`src/rtl/mem_port_arbiter.sv`:
```
// Purpose : shares one single-port synchronous RAM between instruction fetch and the load/store unit.
// Latency : grant is combinational in the request cycle; read data returns one cycle after grant.
// Backpressure: the losing requester sees ready low and holds its request; fetch_stall mirrors that for the PC.
//
// Ports:
//   clk, rst                      single clock, synchronous active-high reset
//   if_req_* / if_rsp_* / if_flush instruction-fetch request and response path
//   ls_req_* / ls_rsp_*           load/store request and response path (stores get no response)
//   mem_*                         single-port RAM drive (word address, byte write enables)
//   fetch_stall                   if_req_valid & ~if_req_ready, fed to the PC register stall input
//
// Optional feature: define MEM_ARB_STARVE_GUARD_EN to add the fetch starvation counter.
// Without it the LSU has strict priority and MAX_WAIT is ignored.

module mem_port_arbiter #(
  parameter int ADDR_W   = 32,
  parameter int DATA_W   = 32,
  parameter int MAX_WAIT = 4
) (
  input  logic              clk,
  input  logic              rst,

  input  logic              if_req_valid,
  input  logic [ADDR_W-1:0] if_req_addr,
  output logic              if_req_ready,
  input  logic              if_flush,
  output logic              if_rsp_valid,
  output logic [DATA_W-1:0] if_rsp_data,

  input  logic              ls_req_valid,
  input  logic              ls_req_we,
  input  logic [ADDR_W-1:0] ls_req_addr,
  input  logic [DATA_W-1:0] ls_req_wdata,
  input  logic [3:0]        ls_req_be,
  output logic              ls_req_ready,
  output logic              ls_rsp_valid,
  output logic [DATA_W-1:0] ls_rsp_data,

  output logic              mem_en,
  output logic [3:0]        mem_we,
  output logic [ADDR_W-3:0] mem_addr,
  output logic [DATA_W-1:0] mem_wdata,
  input  logic [DATA_W-1:0] mem_rdata,

  output logic              fetch_stall
);

  // Owner of the read data that the RAM presents in the following cycle.
  localparam logic [1:0] OWN_NONE = 2'd0;
  localparam logic [1:0] OWN_IF   = 2'd1;
  localparam logic [1:0] OWN_LS   = 2'd2;

  logic       grant_if;
  logic       grant_ls;
  logic       force_if;
  logic [1:0] rsp_owner;
  logic [1:0] rsp_owner_nxt;

  // ---------------------------------------------------------------------------
  // Fetch starvation guard
  // ---------------------------------------------------------------------------
`ifdef MEM_ARB_STARVE_GUARD_EN
  localparam logic [3:0] WAIT_LIMIT = 4'(MAX_WAIT);

  logic [3:0] starve_cnt;

  // Once fetch has been denied WAIT_LIMIT times in a row it takes the next
  // contended cycle; the fetch grant then clears the count.
  assign force_if = (starve_cnt == WAIT_LIMIT);

  always_ff @(posedge clk) begin
    if (rst) begin
      starve_cnt <= '0;
    end else if (!if_req_valid || grant_if) begin
      starve_cnt <= '0;
    end else if (grant_ls && (starve_cnt != WAIT_LIMIT)) begin
      starve_cnt <= starve_cnt + 4'd1;
    end
  end
`else
  assign force_if = 1'b0;

  // MAX_WAIT has no effect with strict LSU priority.
  logic [31:0] unused_max_wait;
  assign unused_max_wait = MAX_WAIT;
`endif

  // ---------------------------------------------------------------------------
  // Grant: combinational, one winner per cycle, nothing granted in reset.
  // ---------------------------------------------------------------------------
  assign grant_if = ~rst & if_req_valid & (~ls_req_valid | force_if);
  assign grant_ls = ~rst & ls_req_valid & ~grant_if;

  assign if_req_ready = grant_if;
  assign ls_req_ready = grant_ls;
  assign fetch_stall  = if_req_valid & ~if_req_ready;

  // ---------------------------------------------------------------------------
  // RAM drive: taken from the granted port, all zero when idle.
  // ---------------------------------------------------------------------------
  always_comb begin
    mem_en    = grant_if | grant_ls;
    mem_we    = 4'b0000;
    mem_addr  = '0;
    mem_wdata = '0;
    if (grant_if) begin
      mem_addr = if_req_addr[ADDR_W-1:2];
    end else if (grant_ls) begin
      mem_addr  = ls_req_addr[ADDR_W-1:2];
      mem_wdata = ls_req_wdata;
      if (ls_req_we) begin
        mem_we = ls_req_be;
      end
    end
  end

  // Byte offsets are ignored: the RAM is word addressed.
  logic unused_addr_bits;
  assign unused_addr_bits = ^{if_req_addr[1:0], ls_req_addr[1:0]};

  // ---------------------------------------------------------------------------
  // Response owner: reloaded every cycle so a store or idle cycle leaves no
  // stale owner behind.
  // ---------------------------------------------------------------------------
  always_comb begin
    rsp_owner_nxt = OWN_NONE;
    if (grant_if) begin
      rsp_owner_nxt = OWN_IF;
    end else if (grant_ls && !ls_req_we) begin
      rsp_owner_nxt = OWN_LS;
    end
  end

  always_ff @(posedge clk) begin
    if (rst) begin
      rsp_owner <= OWN_NONE;
    end else begin
      rsp_owner <= rsp_owner_nxt;
    end
  end

  // ---------------------------------------------------------------------------
  // Response routing. Gating with rst drops a response that was outstanding
  // when reset arrived. A flush only kills the fetch response due now; a new
  // fetch granted in the same cycle still gets its data next cycle.
  // ---------------------------------------------------------------------------
  assign if_rsp_valid = ~rst & (rsp_owner == OWN_IF) & ~if_flush;
  assign ls_rsp_valid = ~rst & (rsp_owner == OWN_LS);

  assign if_rsp_data  = if_rsp_valid ? mem_rdata : '0;
  assign ls_rsp_data  = ls_rsp_valid ? mem_rdata : '0;

endmodule

```
`config.mk`:
```
export PLATFORM = sky130hd
export DESIGN_NAME = mem_port_arbiter
export DESIGN_NICKNAME = d
export VERILOG_FILES = /design/src/rtl/mem_port_arbiter.sv
export SDC_FILE = /design/constraint.sdc
export NUM_CORES = 1
export LEC_CHECK = 0
export BUFFER_PORTS_ARGS = -buffer_cell sky130_fd_sc_hd__buf_4
export CORE_AREA = 2 2 107 109
export DETAILED_ROUTE_END_ITERATION = 7
export DIE_AREA = 0 0 109 111
export GPL_ROUTABILITY_DRIVEN = 0
export SYNTH_ARGS = -nofsm -noshare
export SYNTH_HDL_FRONTEND = slang
export SYNTH_SLANG_ARGS = --single-unit
```
`constraint.sdc`:
```
create_clock -name clk -period 2.7 [get_ports clk]
set_clock_uncertainty 0.15 [all_clocks]
set_input_delay 0.27 -clock clk [delete_from_list [all_inputs] [get_ports clk]]
set_output_delay 0.27 -clock clk [all_outputs]
set_load 0.02 [all_outputs]
```
==> qor.txt <==
Status: finished, final reports clean
Routed met2 length: 3850 um
Post-route ant nets: 0
PwrDens: 204 nW/um^2
Slew Limit Fails: 0
Crit path cell chain: nor4b_4 -> buf_4 -> and2_1 -> buf_4
Final setup violation count: 0
Port bufs: 269
Clock Path Buffers: 2
Post-DP HPWL: 6560 um
Final wirelength: 7740 um
Post-synth EDFFs: 0
Avg Cell Area, Syn: 7.22 um^2
Switching pwr: 0.000229 W
Yosys cell types: 17
Core area: 11,100 um^2
Nets: 560
Drt first pass iters: 4
Post-cts gate resize count: 0
GRT Util Overall: 0.111
Final non-filler cell total: 563
Hold depth: 2
Worst Setup End Kind: output pin
Hold Path Sink: rsp_owner[1]
Top reg by flops: rsp_owner
Die area: 12,100 um^2
Rows: 39
Die H: 111 um
Worst-Margin Slew: 0.349 ns
Rel. slew slack: 0.767
Top FF cell, synth: dfxtp_1
CP max stage cell: dfxtp_1
Sequential Power Share: 0.046
Top layer in use: met4
# DRC: 0
Pin count of the biggest net entering global routing: 54
CTS tree: done
WP buf/inv: 2
RSZ-0062 raised after global routing: no
Chip width: 109 um
Sw Ratio: 0.332
Asr flop ratio synth: 0
Maximum vdd drop: 0.0951 mV
Most used cell, CP: buf_4
GRT overflow: 0
Hold Path Class: in2reg
Setup Buffers After CTS: 0
Dominant cells by area after synthesis: and2_1, a32o_1, buf_6, dfxtp_1, clkbuf_1
Metal3 WL: 1140 um
Critical path's largest stage delay: 0.32 ns
Number of global-route vias before repair: 2,100
Total power: 0.000690 W
I/O pin count: 274
Antenna fix cells: 0
Syn nets: 301
Vias: 2,255
Combinational power share: 0.631
Reg clk slew, reported paths: 0.03 ns
#FFs+latches synth: 2
Peak fanout along the critical path: 33
Period Utilization, post-route: 0.684
Final hold violation count: 0
Crit path max-delay family: buffers and inverters
Hold-fix buffers, CTS: 0
Ys Warns: 0
Max reg flops: 2
Leakage: 1.85 nW
Hold Crit Start: ls_req_we
Num Clock Sinks: 2
CTS root buf: clkbuf_16
Required time worst endpoint: 2.28 ns
Violation count after the first detailed-route iteration: 98
Startpoint types: flop
Share of the synthesized area in the top cell type: 0.511
Most frequent cells in the layout: buf_4, and2_1, a32o_1
Initial Util: 0.106
Share of layout cells above drive strength 1: 0.669
Num CTS Buffers: 3
Worst EP arrival: 1.43 ns
Commonest non-fill, non-tap cell in the layout: buf_4
Largest registers: rsp_owner: 2 flops
WL met1: 2700 um
Number of max-cap violations: 0
Clock power share: 0.322
Initial antenna violation count: 0
DR WL/cell: 13.7 um
First-pass GRT wire length: 10,700 um
Area growth, synth to finish: 188%
Seq/Total Area, Yosys: 0.0340
Setup TNS: 0 ns
Period minus WS final: 1.85 ns
Syn Inst Count: 163
WS Path Type: reg2out
Peak Freq: 541 MHz
Leading area contributor after synthesis: and2_1
DR vias/cell: 4.01
Cell Area, Synth: 1180 um^2
Placed insts: 560
# H-tree levels: 1
Internal Pwr Total: 0.000462 W
==> how the worst max path moves through the flow <==
stage / from / to / cells past startpoint
after global placement: ls_req_valid / mem_addr[8] / 5
after floorplan: rst / if_rsp_data[22] / 4
final: rsp_owner[1] / if_rsp_data[7] / 4
after global routing: rsp_owner[1] / if_rsp_data[7] / 4
after CTS: rsp_owner[1] / if_rsp_data[7] / 4
after detailed placement: ls_req_valid / mem_addr[8] / 5
==> power by group through the flow <==
| stage | Combinational (W) | Sequential, W | Clock [W] |
|---|---|---|---|
| 3_5_place_dp | 0.000440 | 0.0000324 | 0 |
| 2_1_floorplan | 0.000172 | 0.0000322 | 0 |
| 5_1_grt | 0.000464 | 0.0000322 | 0.000229 |
| 3_3_place_gp | 0.000435 | 0.0000323 | 0 |
| 4_1_cts | 0.000441 | 0.0000320 | 0.000227 |
| 6_report | 0.000436 | 0.0000320 | 0.000223 |
==> synth_stat cells (2+ instances only) <==
| library cell | instances |
|---|---|
| a32o_1 | 30 |
| and2_1 | 96 |
| and3_1 | 4 |
| buf_2 | 3 |
| buf_4 | 3 |
| buf_6 | 4 |
| clkbuf_1 | 10 |
| dfxtp_1 | 2 |
| nor2_1 | 2 |
| nor3b_1 | 2 |
==> routing by layer <==
layer / GRT usage / up-vias
met1: 0.120 / 995
li1: - / 1085
met4: 0.0222 / 0
met3: 0.0317 / 4
met5: 0 / -
met2: 0.210 / 171
==> cell type report <==
| cell class | count | area, um^2 |
|---|---|---|
| multi-input combinational | 140 | 1020 |
| timing repair buffer | 274 | 2070 |
| tap | 143 | 179 |
| clock buffer | 3 | 75.1 |
| inverter | 1 | 3.75 |
| fill | 1205 | 7690 |
| sequential | 2 | 40.0 |
==> cell families (layout without fill, tap and decap cells) <==
family          after synthesis  in the layout  share of synthesized area
compound gates               31             31                      0.262
buf+inv                      21            278                      0.105
flops                         2              2                     0.0340
simple gates                109            109                      0.599
==> stage by stage <==
step | area, um^2 | util | setup WS, ns | hold slack [ns]
after floorplan | 1180 | - | 1.06 | 0.191
after global placement | 3310 | 0.299 | 0.876 | 0.329
after detailed placement | 3310 | 0.299 | 0.844 | 0.325
after CTS | 3390 | 0.306 | 0.813 | 0.0953
after global routing | 3390 | 0.306 | 0.733 | 0.103
final | 3390 | 0.306 | 0.853 | 0.0927
Power figures use the tool's default switching activity.
